==> src/rtl/fifo_umbrales.sv <==
`default_nettype none
// ============================================================================
// Module      : fifo_umbrales
// Description : Synchronous FIFO with programmable almost-full/almost-empty
//               thresholds and sticky overflow/underflow flags.
// Revision    : 1.0
// ============================================================================
module fifo_umbrales #(
    parameter int DATA_WIDTH = 6,
    parameter int ADDR_WIDTH = 3
) (
    input  logic                  clk,
    input  logic                  rst,
    input  logic                  enb,
    input  logic                  wr_en,
    input  logic [DATA_WIDTH-1:0] data_in,
    input  logic                  rd_en,
    output logic [DATA_WIDTH-1:0] data_out,
    output logic                  valid_out,
    input  logic                  cfg_we,
    input  logic [ADDR_WIDTH:0]   cfg_alto,
    input  logic [ADDR_WIDTH:0]   cfg_bajo,
    output logic                  full,
    output logic                  empty,
    output logic                  almost_full,
    output logic                  almost_empty,
    output logic                  overflow,
    output logic                  underflow,
    output logic [ADDR_WIDTH:0]   count
);

    localparam logic [ADDR_WIDTH:0] c_depth = {1'b1, {ADDR_WIDTH{1'b0}}};

    logic [DATA_WIDTH-1:0] mem_q [0:(2**ADDR_WIDTH)-1];

    logic [ADDR_WIDTH-1:0] wr_ptr_q, wr_ptr_d;
    logic [ADDR_WIDTH-1:0] rd_ptr_q, rd_ptr_d;
    logic [ADDR_WIDTH:0]   count_q, count_d;
    logic [ADDR_WIDTH:0]   alto_q, alto_d;
    logic [ADDR_WIDTH:0]   bajo_q, bajo_d;
    logic [DATA_WIDTH-1:0] data_out_q, data_out_d;
    logic                  valid_q, valid_d;
    logic                  ovf_q, ovf_d;
    logic                  udf_q, udf_d;
    logic                  push_ok;
    logic                  pop_ok;

    assign full         = (count_q == c_depth);
    assign empty        = (count_q == '0);
    assign almost_full  = (count_q >= alto_q);
    assign almost_empty = (count_q != '0) && (count_q <= bajo_q);
    assign count        = count_q;
    assign data_out     = data_out_q;
    assign valid_out    = valid_q;
    assign overflow     = ovf_q;
    assign underflow    = udf_q;

    // A full FIFO still accepts a push when a pop frees a slot in the same cycle.
    assign push_ok = enb && wr_en && (!full || (rd_en && !empty));
    assign pop_ok  = enb && rd_en && !empty;

    always_comb begin
        wr_ptr_d   = wr_ptr_q;
        rd_ptr_d   = rd_ptr_q;
        count_d    = count_q;
        alto_d     = alto_q;
        bajo_d     = bajo_q;
        data_out_d = data_out_q;
        valid_d    = 1'b0;
        ovf_d      = ovf_q;
        udf_d      = udf_q;

        if (push_ok) begin
            wr_ptr_d = wr_ptr_q + 1'b1;
        end
        if (pop_ok) begin
            rd_ptr_d   = rd_ptr_q + 1'b1;
            data_out_d = mem_q[rd_ptr_q];
            valid_d    = 1'b1;
        end

        case ({push_ok, pop_ok})
            2'b10:   count_d = count_q + 1'b1;
            2'b01:   count_d = count_q - 1'b1;
            default: count_d = count_q;
        endcase

        if (enb && wr_en && !push_ok) begin
            ovf_d = 1'b1;
        end
        if (enb && rd_en && empty) begin
            udf_d = 1'b1;
        end

        // Both thresholds are validated against the values held before this load.
        if (enb && cfg_we) begin
            if ((cfg_alto != '0) && (cfg_alto <= c_depth)) begin
                alto_d = cfg_alto;
            end
            if (cfg_bajo < alto_q) begin
                bajo_d = cfg_bajo;
            end
        end
    end

    always_ff @(posedge clk or negedge rst) begin
        if (!rst) begin
            wr_ptr_q   <= '0;
            rd_ptr_q   <= '0;
            count_q    <= '0;
            alto_q     <= c_depth - 1'b1;
            bajo_q     <= (ADDR_WIDTH+1)'(1);
            data_out_q <= '0;
            valid_q    <= 1'b0;
            ovf_q      <= 1'b0;
            udf_q      <= 1'b0;
        end else begin
            wr_ptr_q   <= wr_ptr_d;
            rd_ptr_q   <= rd_ptr_d;
            count_q    <= count_d;
            alto_q     <= alto_d;
            bajo_q     <= bajo_d;
            data_out_q <= data_out_d;
            valid_q    <= valid_d;
            ovf_q      <= ovf_d;
            udf_q      <= udf_d;
        end
    end

    always_ff @(posedge clk) begin
        if (push_ok) begin
            mem_q[wr_ptr_q] <= data_in;
        end
    end

endmodule
`default_nettype wire

==> config.mk <==
export PLATFORM = sky130hd
export DESIGN_NAME = fifo_umbrales
export DESIGN_NICKNAME = d
export VERILOG_FILES = /design/src/rtl/fifo_umbrales.sv
export SDC_FILE = /design/constraint.sdc
export NUM_CORES = 1
export LEC_CHECK = 0
export CORE_MARGIN = 3
export CORE_UTILIZATION = 40
export CTS_CLUSTER_SIZE = 8
export DETAILED_ROUTE_END_ITERATION = 16
export PLACE_DENSITY = 0.57
export REMOVE_ABC_BUFFERS = 1
export SETUP_SLACK_MARGIN = 0.5
export SLEW_MARGIN = 20
export SYNTH_ARGS = -nofsm -noshare
export SYNTH_HDL_FRONTEND = slang
export SYNTH_SLANG_ARGS = --single-unit
==> constraint.sdc <==
create_clock -name clk -period 6.78 [get_ports clk]
set_clock_uncertainty 0.1 [all_clocks]
set_input_delay 1.356 -clock clk [delete_from_list [all_inputs] [get_ports clk]]
set_output_delay 1.356 -clock clk [all_outputs]
set_load 0.03 [all_outputs]
==> impl_metrics.env <==
export IMPL_initial_utilization_pct=41.21
export IMPL_fin_tns_setup_ns=0
export IMPL_synth_area_leaders="edfxtp_1 42%, dfrtp_1 17%, mux2i_1 7.1%, ha_1 5.9%, dfstp_2 3.1%"
export IMPL_p_int_mw=1.053
export IMPL_yosysUniqueCellTypes=43
export IMPL_crit_arrival_ns=2.67
export IMPL_fillerInstances=751
export IMPL_ctsHtreeMaxLevel=3
export IMPL_design_area_sq_mm=0.004093
export IMPL_holdBufCountCts=0
export IMPL_syn_inst=237
export IMPL_cts_repair_resized=0
export IMPL_r2r_slack_ns=3.86
export IMPL_post_drt_wl_per_cell_um=17.24
export IMPL_drt_pre_antenna_iters=6
export IMPL_crit_path_end_kind="primary output"
export IMPL_gp_congestion=0.7294
export IMPL_cts_buffers=9
export IMPL_fin_crit_sh_pct=60.83
export IMPL_post_cts_setup_buffers=0
export IMPL_yosysWarnings=0
export IMPL_cellPowerDensity_mw_per_mm2=412.0
export IMPL_synth_area_leader_cell="edfxtp_1"
export IMPL_grt_usage_pct=15.27
export IMPL_path_max_fanout=11
export IMPL_slew_headroom_pct=28.76
export IMPL_yosys_area_share_xor_xnor_pct=2.316
export IMPL_pwr_share_comb_pct=38.9
export IMPL_vias_per_cell=5.054
export IMPL_slew_viol_final=0
export IMPL_synth_top_family_by_area="multiplexers"
export IMPL_worst_r2r_startpoint="count[1]"
export IMPL_dpl_instance_area_sq_mm=0.003886
export IMPL_synth_compound_area_share_pct=7.831
export IMPL_status="finished clean"
export IMPL_antenna_found_initial=0
export IMPL_dieArea_sq_mm=0.009651
export IMPL_path_clk_slew_ns=0.09
export IMPL_drc=0
export IMPL_final_antenna_net_count=0
export IMPL_dp_hpwl_mm=4.717
export IMPL_max_cap_violations=0
export IMPL_rsz0062_at_grt="no"
export IMPL_cp_required_ns=5.32
export IMPL_grt_max_degree=28
export IMPL_cts_path_max_buffers=2
export IMPL_r2r_cells=8
export IMPL_synthAdderAreaFrac_pct=5.882
export IMPL_yosys_area_share_simple_pct=8.787
export IMPL_tightest_slew_ns=1.060
export IMPL_min_to="overflow"
export IMPL_p_leak_nw=1.593
export IMPL_io_pins=37
export IMPL_antennaDiodeCount=0
export IMPL_synth_top_area_share_pct=42.35
export IMPL_grt_pass1_vias=2028
export IMPL_switching_share_pct=37.54
export IMPL_cts_tree="yes"
export IMPL_grt_pass1_wl_mm=11.07
export IMPL_via_count=1976
export IMPL_drtIter0Drc=72
export IMPL_io_buffers=36
export IMPL_drive_gt1_share_pct=15.73
export IMPL_area_growth_pct=20.26
export IMPL_cts_sinks=75
export IMPL_gr_total_overflow=0
export IMPL_ir_drop_v=0.0001923
export IMPL_synthMuxAreaShare_pct=10.48
export IMPL_seqPwrFrac_pct=40.1
export IMPL_clkPwrFrac_pct=21.0
export IMPL_core_area_sq_mm=0.008258
export IMPL_die_width_um=98.24
export IMPL_nets=317
export IMPL_die_h_um=98.24
export IMPL_synth_avg_cell_area_sq_um=14.36
export IMPL_finalSetupViolations=0
export IMPL_ys_seq_elements=75
export IMPL_hold_viol=0
export IMPL_whs_path_depth=1
export IMPL_switchingPower_mw=0.6330
export IMPL_clock_fmax_ghz=0.2425
export IMPL_clock_latency_ns=0.35
export IMPL_final_min_clock_period_ns=4.124
export IMPL_yosysSeqAreaShare_pct=62.35
export IMPL_worstSetupPathType="reg -> out"
export IMPL_startpoint_type="register"
export IMPL_drt_total_wl_mm=6.742
export IMPL_netlist_area_sq_mm=0.003403
export IMPL_r2r_end="count[3]"
export IMPL_cts_root_buf="clkbuf_8"
export IMPL_hp_start="overflow"
export IMPL_rows=33
export IMPL_hp_class="reg -> reg"
power by group through the flow:
| stage | combinational, mW | clock [mW] | sequential (mW) |
|---|---|---|---|
| after CTS | 0.671 | 0.365 | 0.677 |
| final | 0.656 | 0.354 | 0.676 |
| after floorplan | 0.346 | 0 | 0.762 |
| after global routing | 0.723 | 0.386 | 0.691 |
| after detailed placement | 0.669 | 0 | 0.686 |
| after global placement | 0.658 | 0 | 0.685 |
kinds of logic after synthesis:
| logic type | after synthesis |
|---|---|
| AO/OA/AOI/OAI | 34 |
| adder cells (fa/ha/maj) | 16 |
| flip-flops | 75 |
| buffers and inverters | 16 |
| XOR/XNOR | 9 |
| multiplexers | 33 |
| AND/OR/NAND/NOR | 54 |
flip-flops by register name, indices dropped and copies added (netlist names):
name	count
alto_q	4
bajo_q	4
count	4
data_out	6
mem_q	48
overflow	1
rd_ptr_q	3
underflow	1
valid_out	1
wr_ptr_q	3
metrics by stage:
stage / worst slack, ns / power, mW / hold slack (ns) / util (%) / cells
final: 2.656 / 1.686 / 0.3730 / 49.56 / 391
after global routing: 2.458 / 1.801 / 0.4014 / 49.56 / 391
after CTS: 2.599 / 1.713 / 0.3816 / 49.56 / 391
after detailed placement: 2.733 / 1.355 / 0.3619 / 47.06 / 375
after global placement: 2.828 / 1.343 / 0.3683 / 47.06 / 375
after floorplan: 3.221 / 1.108 / 0.3819 / - / 231
worst max-delay path, cell delays in order (launching register included):
cell             delay, ns
dfrtp_1               0.61
ha_1                  0.31
nor2b_1               0.13
o21ai_0               0.16
a21oi_1               0.09
a211oi_1              0.28
clkdlybuf4s50_1       0.73
area by class of cell:
type	instances	area (sq um)	share of cell area [%]
repair buffers	39	382.9	9.355
well taps	105	131.4	3.210
multi-input cells	146	1207	29.50
flip-flops and latches	75	2122	51.85
clock inverters	7	82.58	2.018
inverters	10	42.54	1.039
clock buffers	9	123.9	3.027
cells in the mapped netlist:
cell and number:
edfxtp_1 48, mux2i_1 24, dfrtp_1 23, ha_1 16, nand2_1 16, a22oi_1 12, inv_1 9, o21ai_0 8
nor2_1 7, nand3_1 6, nor3_1 5, xor2_1 5, dfstp_2 4, mux2_2 4, mux2_4 4, nand2b_1 4
nor2b_1 4, xnor2_1 4, a21o_1 3, buf_2 3, a21oi_1 2, a31o_2 2, nand2_2 2, nor4_1 2
o31a_1 2, a2111oi_0 1, a211o_1 1, a211oi_1 1, a311oi_4 1, and2_1 1, and4bb_2 1, buf_1 1
buf_4 1, buf_6 1, inv_6 1, mux2_1 1, nand4_1 1, nor2_2 1, nor3_2 1, nor4_4 1
o211a_4 1, or2_2 1, or4b_4 1
metal layers:
metal | track usage, % | up-vias | wire length, um
met5 | 0 | - | 0
met4 | 4.727 | 0 | 44
met3 | 4.714 | 2 | 187
met2 | 22.72 | 23 | 3200
met1 | 21.57 | 973 | 3310
li1 | - | 978 | -
worst max-delay path by stage:
stage                        end  cells after the start     start
floorplan           almost_empty                      5  count[1]
global placement        count[3]                      8       enb
detailed placement      count[3]                      8       enb
CTS                 almost_empty                      6  count[1]
global route        almost_empty                      6  count[1]
finish              almost_empty                      6  count[1]
cells in the final DEF (no fill, tap or decap), types with 4 or more instances in the layout:
| cell | n |
|---|---|
| a22oi_1 | 12 |
| clkbuf_8 | 9 |
| clkdlybuf4s50_1 | 36 |
| dfrtp_1 | 23 |
| dfstp_2 | 4 |
| edfxtp_1 | 48 |
| ha_1 | 16 |
| inv_1 | 9 |
| mux2_2 | 4 |
| mux2_4 | 4 |
| mux2i_1 | 24 |
| nand2_1 | 16 |
| nand2b_1 | 4 |
| nand3_1 | 6 |
| nor2_1 | 7 |
| nor2b_1 | 4 |
| nor3_1 | 5 |
| o21ai_0 | 8 |
| xnor2_1 | 4 |
| xor2_1 | 5 |
Power figures use the tool's default switching activity.
